### config.mk
export PLATFORM = sky130hd
export DESIGN_NAME = booth_mult_ctrl
export DESIGN_NICKNAME = d
export VERILOG_FILES = /design/src/rtl/booth_mult_ctrl.sv
export SDC_FILE = /design/constraint.sdc
export NUM_CORES = 1
export LEC_CHECK = 0
export ABC_CLOCK_PERIOD_IN_PS = 1500
export CAP_MARGIN = 20
export CORE_AREA = 2 2 39 41
export DETAILED_ROUTE_END_ITERATION = 10
export DIE_AREA = 0 0 41 43
export GPL_ROUTABILITY_DRIVEN = 0
export RECOVER_POWER = 100
export SYNTH_ARGS = -nofsm -noshare
export SYNTH_HDL_FRONTEND = slang
export SYNTH_SLANG_ARGS = --single-unit
### constraint.sdc
create_clock -name clk -period 1.5 [get_ports clk]
set_clock_uncertainty 0.2 [all_clocks]
set_input_delay 0.375 -clock clk [delete_from_list [all_inputs] [get_ports clk]]
set_output_delay 0.375 -clock clk [all_outputs]
set_load 0.02 [all_outputs]
### src/rtl/booth_mult_ctrl.sv
// Sequencing controller for a radix-2 Booth multiplier datapath.
// Walks LOAD -> (EVAL, SHIFT) x DATA_WIDTH -> DONE, with valid/ready handshakes at both ends.
module booth_mult_ctrl #(
  parameter int DATA_WIDTH = 4,
  parameter int CNT_WIDTH  = $clog2(DATA_WIDTH) + 1
) (
  input  logic                 clk,
  input  logic                 rst,
  input  logic                 start_valid,
  output logic                 start_ready,
  input  logic                 q0,
  input  logic                 q_m1,
  input  logic                 flush,
  output logic                 ld,
  output logic                 add_en,
  output logic                 sub_en,
  output logic                 shift_en,
  output logic                 busy,
  output logic                 done_valid,
  input  logic                 done_ready,
  output logic [CNT_WIDTH-1:0] iter_cnt
);

  typedef enum logic [2:0] {
    S_IDLE  = 3'd0,
    S_LOAD  = 3'd1,
    S_EVAL  = 3'd2,
    S_SHIFT = 3'd3,
    S_DONE  = 3'd4
  } state_t;

  localparam logic [CNT_WIDTH-1:0] CNT_LOAD = CNT_WIDTH'(DATA_WIDTH);
  localparam logic [CNT_WIDTH-1:0] CNT_ONE  = CNT_WIDTH'(1);
  localparam logic [CNT_WIDTH-1:0] CNT_ZERO = '0;

  state_t               state_q, state_d;
  logic [CNT_WIDTH-1:0] iter_cnt_q, iter_cnt_d;

  // Next-state and counter update; flush overrides both handshakes.
  always_comb begin
    state_d    = state_q;
    iter_cnt_d = iter_cnt_q;
    if (flush) begin
      state_d    = S_IDLE;
      iter_cnt_d = CNT_ZERO;
    end else begin
      case (state_q)
        S_IDLE: begin
          if (start_valid) state_d = S_LOAD;
          else             state_d = S_IDLE;
        end
        S_LOAD: begin
          state_d    = S_EVAL;
          iter_cnt_d = CNT_LOAD;
        end
        S_EVAL: begin
          state_d = S_SHIFT;
        end
        S_SHIFT: begin
          // Saturate at zero; <= also recovers from an unexpected zero count.
          if (iter_cnt_q != CNT_ZERO) iter_cnt_d = iter_cnt_q - CNT_ONE;
          else                        iter_cnt_d = CNT_ZERO;
          if (iter_cnt_q <= CNT_ONE) state_d = S_DONE;
          else                       state_d = S_EVAL;
        end
        S_DONE: begin
          if (done_ready) state_d = S_IDLE;
          else            state_d = S_DONE;
        end
        default: begin
          state_d    = S_IDLE;
          iter_cnt_d = CNT_ZERO;
        end
      endcase
    end
  end

  // State and iteration counter registers.
  always_ff @(posedge clk or negedge rst) begin
    if (!rst) begin
      state_q    <= S_IDLE;
      iter_cnt_q <= CNT_ZERO;
    end else begin
      state_q    <= state_d;
      iter_cnt_q <= iter_cnt_d;
    end
  end

  // Control strobes decoded straight from the state so async reset clears them at once.
  assign start_ready = (state_q == S_IDLE);
  assign ld          = (state_q == S_LOAD);
  assign shift_en    = (state_q == S_SHIFT);
  assign busy        = (state_q == S_LOAD) || (state_q == S_EVAL) || (state_q == S_SHIFT);
  assign done_valid  = (state_q == S_DONE);
  assign add_en      = (state_q == S_EVAL) && !q0 && q_m1;
  assign sub_en      = (state_q == S_EVAL) && q0 && !q_m1;
  assign iter_cnt    = iter_cnt_q;

endmodule

* After elaboration in Yosys (flattened, before gate mapping)
Cells that the tools add are included.
Word-level totals: flip-flop bits (word level) 6, bits of input ports 7, output and inout bits 10, logic and storage cells 28
Operators by class: $add $sub $neg 1, magnitude comparators 1, equality and inequality tests 5, multiplexer cells 8, reductions and logical operators 11
Operator list (number):
- $mux W3 | 5
- $pmux W3 S5 | 1
- $pmux W3 S3 | 1
- $eq A3 B2 Y1 const B | 2
- $logic_and A1 B1 Y1 | 4
- $eq A3 B1 Y1 const B | 1
- $eq A3 B3 Y1 const B | 1
- $le A3 B1 Y1 const B | 1
- $logic_not A3 Y1 | 1
- $reduce_bool A3 Y1 | 1
- $reduce_or A3 Y1 | 1
- $sub A3 B1 Y3 const B | 1
- $logic_not A1 Y1 | 2
- $logic_or A1 B1 Y1 | 2
- $ne A2 B1 Y1 const B | 1
- $mux W1 | 1

* Logic depth before layout (Yosys ltp)
depth in word-level cells 4, depth in mapped cells 4, depth with buffers taken out 3

* Worst setup path after synthesis
OpenSTA, ideal clock, no wires.
kind register -> output, start register state_q[1], end output port add_en, arrival 1.360 ns, data required time 0.925 ns, setup slack -0.435 ns, cell stages (with the launch flop) 4, buffers on the path 1, cell sequence dfrtp_1 > buf_2 > nand2_1 > nor4b_1
Between the ends: word-level cells in the longest chain between the ends 3
RTL lines:
- start, declared | line 36 | state_t state_q, state_d;
- start signal, assigned | line 84 | state_q <= state_d;
- $eq A3 B2 Y1 | line 95 | assign add_en = (state_q == S_EVAL) && !q0 && q_m1;
- $logic_and A1 B1 Y1 (2 in series) | line 95
- end, declared | line 15 | output logic add_en,
Every way passes these cells.

* Final worst setup path
start register state_q[2], end output port add_en
Same word-level chain as after synthesis.

==> metrics <==
largest net degree at the start of global routing 12; Simple-Gate Fraction of Synth Area 38.8%; routed wl met3 45 µm; P_int 389 µW; Tcrit/Tclk final 118%; R2R Setup Slk -0.14 ns; final setup fails 8; compound-gate portion of the synthesized area 10.7%; Hold WC Path Type primary input to asynchronous set/reset pin; Pleak 0.349 nW; dpl cell area 629 µm²; DR iter-0 viols 9; top post-synthesis cells by count 7 x nor2_1, 6 x dfrtp_1, 4 x nand2_1, 3 x a21oi_1, 3 x nor3_1; Combinational Power Share 41.7%; CTS max path bufs 2; Sw Pwr 170 µW; relative slew slack 82.9%; routed wl met2 646 µm; Mapped Avg Cell Area 8.37 µm²; post-layout min period 1.76 ns; clk slew on worst S/H paths 0.04 ns; FF-to-FF path depth 5; Primary FF master, synth dfrtp_1; Max-Cap Viols 0; Cells after Synth 42; Hold Vio Cnt, Final 0; Vias/cell 4.87; layout cells sized above 1 57.3%; Critical Path Fanout Max 2; violated checks negative setup slack; syn nets 49; critical path class flop to output pin; Setup WS post-layout -0.265 ns; Top Layer Used met4; wire length on met1 450 µm; Fillers 120; Site Rows 14; placed cell count 82; Layout area overhead 116%; largest vdd supply drop 0.410 mV; vias in the first global route 392; Setup crit end kind output pin; RSZ-0062 raised after global routing true; die width 41 µm; total grt overflow 0; clock power share 24.6%; Die Area 1760 µm²; mapped cell area 352 µm²; Slew Limit Fails 0; initial antenna violation count 0; power per cell area 737 nW/µm²; final cell utilization of the core 54.8%; XOR/XNOR Fraction of Synth Area 0%; mux cell area share after synthesis 2.85%; DRC viols 0; Die H 43 µm; Starting Density 25.4%; Ant. Diodes 0; most common cell in the netlist nor2_1; Sw Share 30.5%; largest family of logic cells by synthesized area simple AND/OR/NAND/NOR gates; Synth top area share 42.7%; first-pass GRT wire length 1.48 mm; fin nets 84; Flop pwr share 33.7%; Worst Path Required 0.92 ns; flops & latches, synth 6; Worst EP arrival 1.19 ns; post-route cell area 758 µm²; crit start category flop; number of flops mapped to enable cells by yosys 0; clock latency at the later pin of the worst-skew pair 0.24 ns; wire per inst 12.6 µm; Ports 17; CTS hold repair buffers 0; CTS tree yes; Routed Antenna Nets 0; via count 443; post-synth cell types 19; H-Tree Depth 1; Post-Synth Adder-Cell Area 0%; sequential area share after synthesis 42.7%; Clock Sinks 6; Peak Freq 567 MHz; wirelength, routed 1.15 mm; Placeable Area 1380 µm²; Root Buffer clkbuf_4; final non-filler cell total 91; FFs w/ async S/R, synth 100%; dpl hpwl 745 µm; Num CTS Buffers 3; Total GRT Usage 12.7%; status finished with violations; top cells by area, synth dfrtp_1 43%, nor2_1 7.5%, nor4b_1 5.0%; drt first pass iters 4; port bufs 16; Yosys warning count 0; Tightest Pin Transition 0.255 ns; biggest area consumer among synthesized cells dfrtp_1
routing by layer:
| layer | vias up | global-route usage, % |
|---|---|---|
| met4 | 0 | 12.0 |
| met5 | - | 0 |
| met3 | 2 | 2.09 |
| li1 | 220 | - |
| met2 | 12 | 18.1 |
| met1 | 209 | 15.0 |
placed cells by master (no fill, tap or decap), types with 3 or more instances in the layout:
master and instances:
nor2_1 5, dfrtp_1 4, a21oi_1 3, clkdlybuf4s50_1 3, clkbuf_4 3, buf_6 8
buf_4 16
cell type report:
type                    count  area, µm²  area share, %
flip-flops and latches      6        153           20.1
clock buffers               3       22.5           2.97
well taps                  16       20.0           2.64
inverters                   1       3.75          0.495
multi-input cells          32        272           35.8
repair buffers             33        288           38.0
power by group through the flow:
stage | sequential (mW) | clock, mW | combinational [mW]
6_report | 0.189 | 0.138 | 0.233
5_1_grt | 0.189 | 0.153 | 0.252
4_1_cts | 0.189 | 0.149 | 0.183
3_5_place_dp | 0.191 | 0 | 0.187
3_3_place_gp | 0.191 | 0 | 0.186
2_1_floorplan | 0.196 | 0 | 0.0867
sequential cells by signal (all words and copies together), names as in the netlist:
signal and count:
iter_cnt 3, state_q 3
cells by family (layout without fill, tap and decap cells):
group                  after synthesis  after routing
AO/OA/AOI/OAI                        6              6
buffers and inverters                4             37
flip-flops                           6              6
multiplexers                         1              1
AND/OR/NAND/NOR                     25             25
path summary, 6_finish.rpt:
kind | startpoint | end
max in group asynchronous | rst | state_q[0]
min in group clk | state_q[2] | state_q[1]
worst max register to register | state_q[0] | iter_cnt[0]
worst min-delay path | rst | iter_cnt[1]
worst max-delay path | state_q[2] | add_en
worst min register to register | state_q[2] | state_q[1]
stage by stage:
stage               worst slack, ns  power (mW)  hold WS (ns)  TNS (ns)
floorplan                    -0.137       0.283        -0.121    -0.372
global placement             -0.788       0.377         0.422     -4.06
detailed placement           -0.815       0.378         0.424     -4.10
CTS                          -0.289       0.521         0.169     -1.88
global route                 -0.318       0.594         0.257     -2.19
finish                       -0.265       0.559         0.242     -1.74
worst max-delay path: stages (launching register included):
cell and delay (ns):
dfrtp_1 0.39, inv_2 0.09, nand2_4 0.07, nor4b_4 0.22, buf_4 0.18
timing repair:
item	4_1_cts	5_1_grt
pin swaps	2	7
endpoints found under the setup margin	12	11
buffers inserted	1	5
gates resized for setup	47	26
No activity file was read; power rests on OpenSTA's default activity.
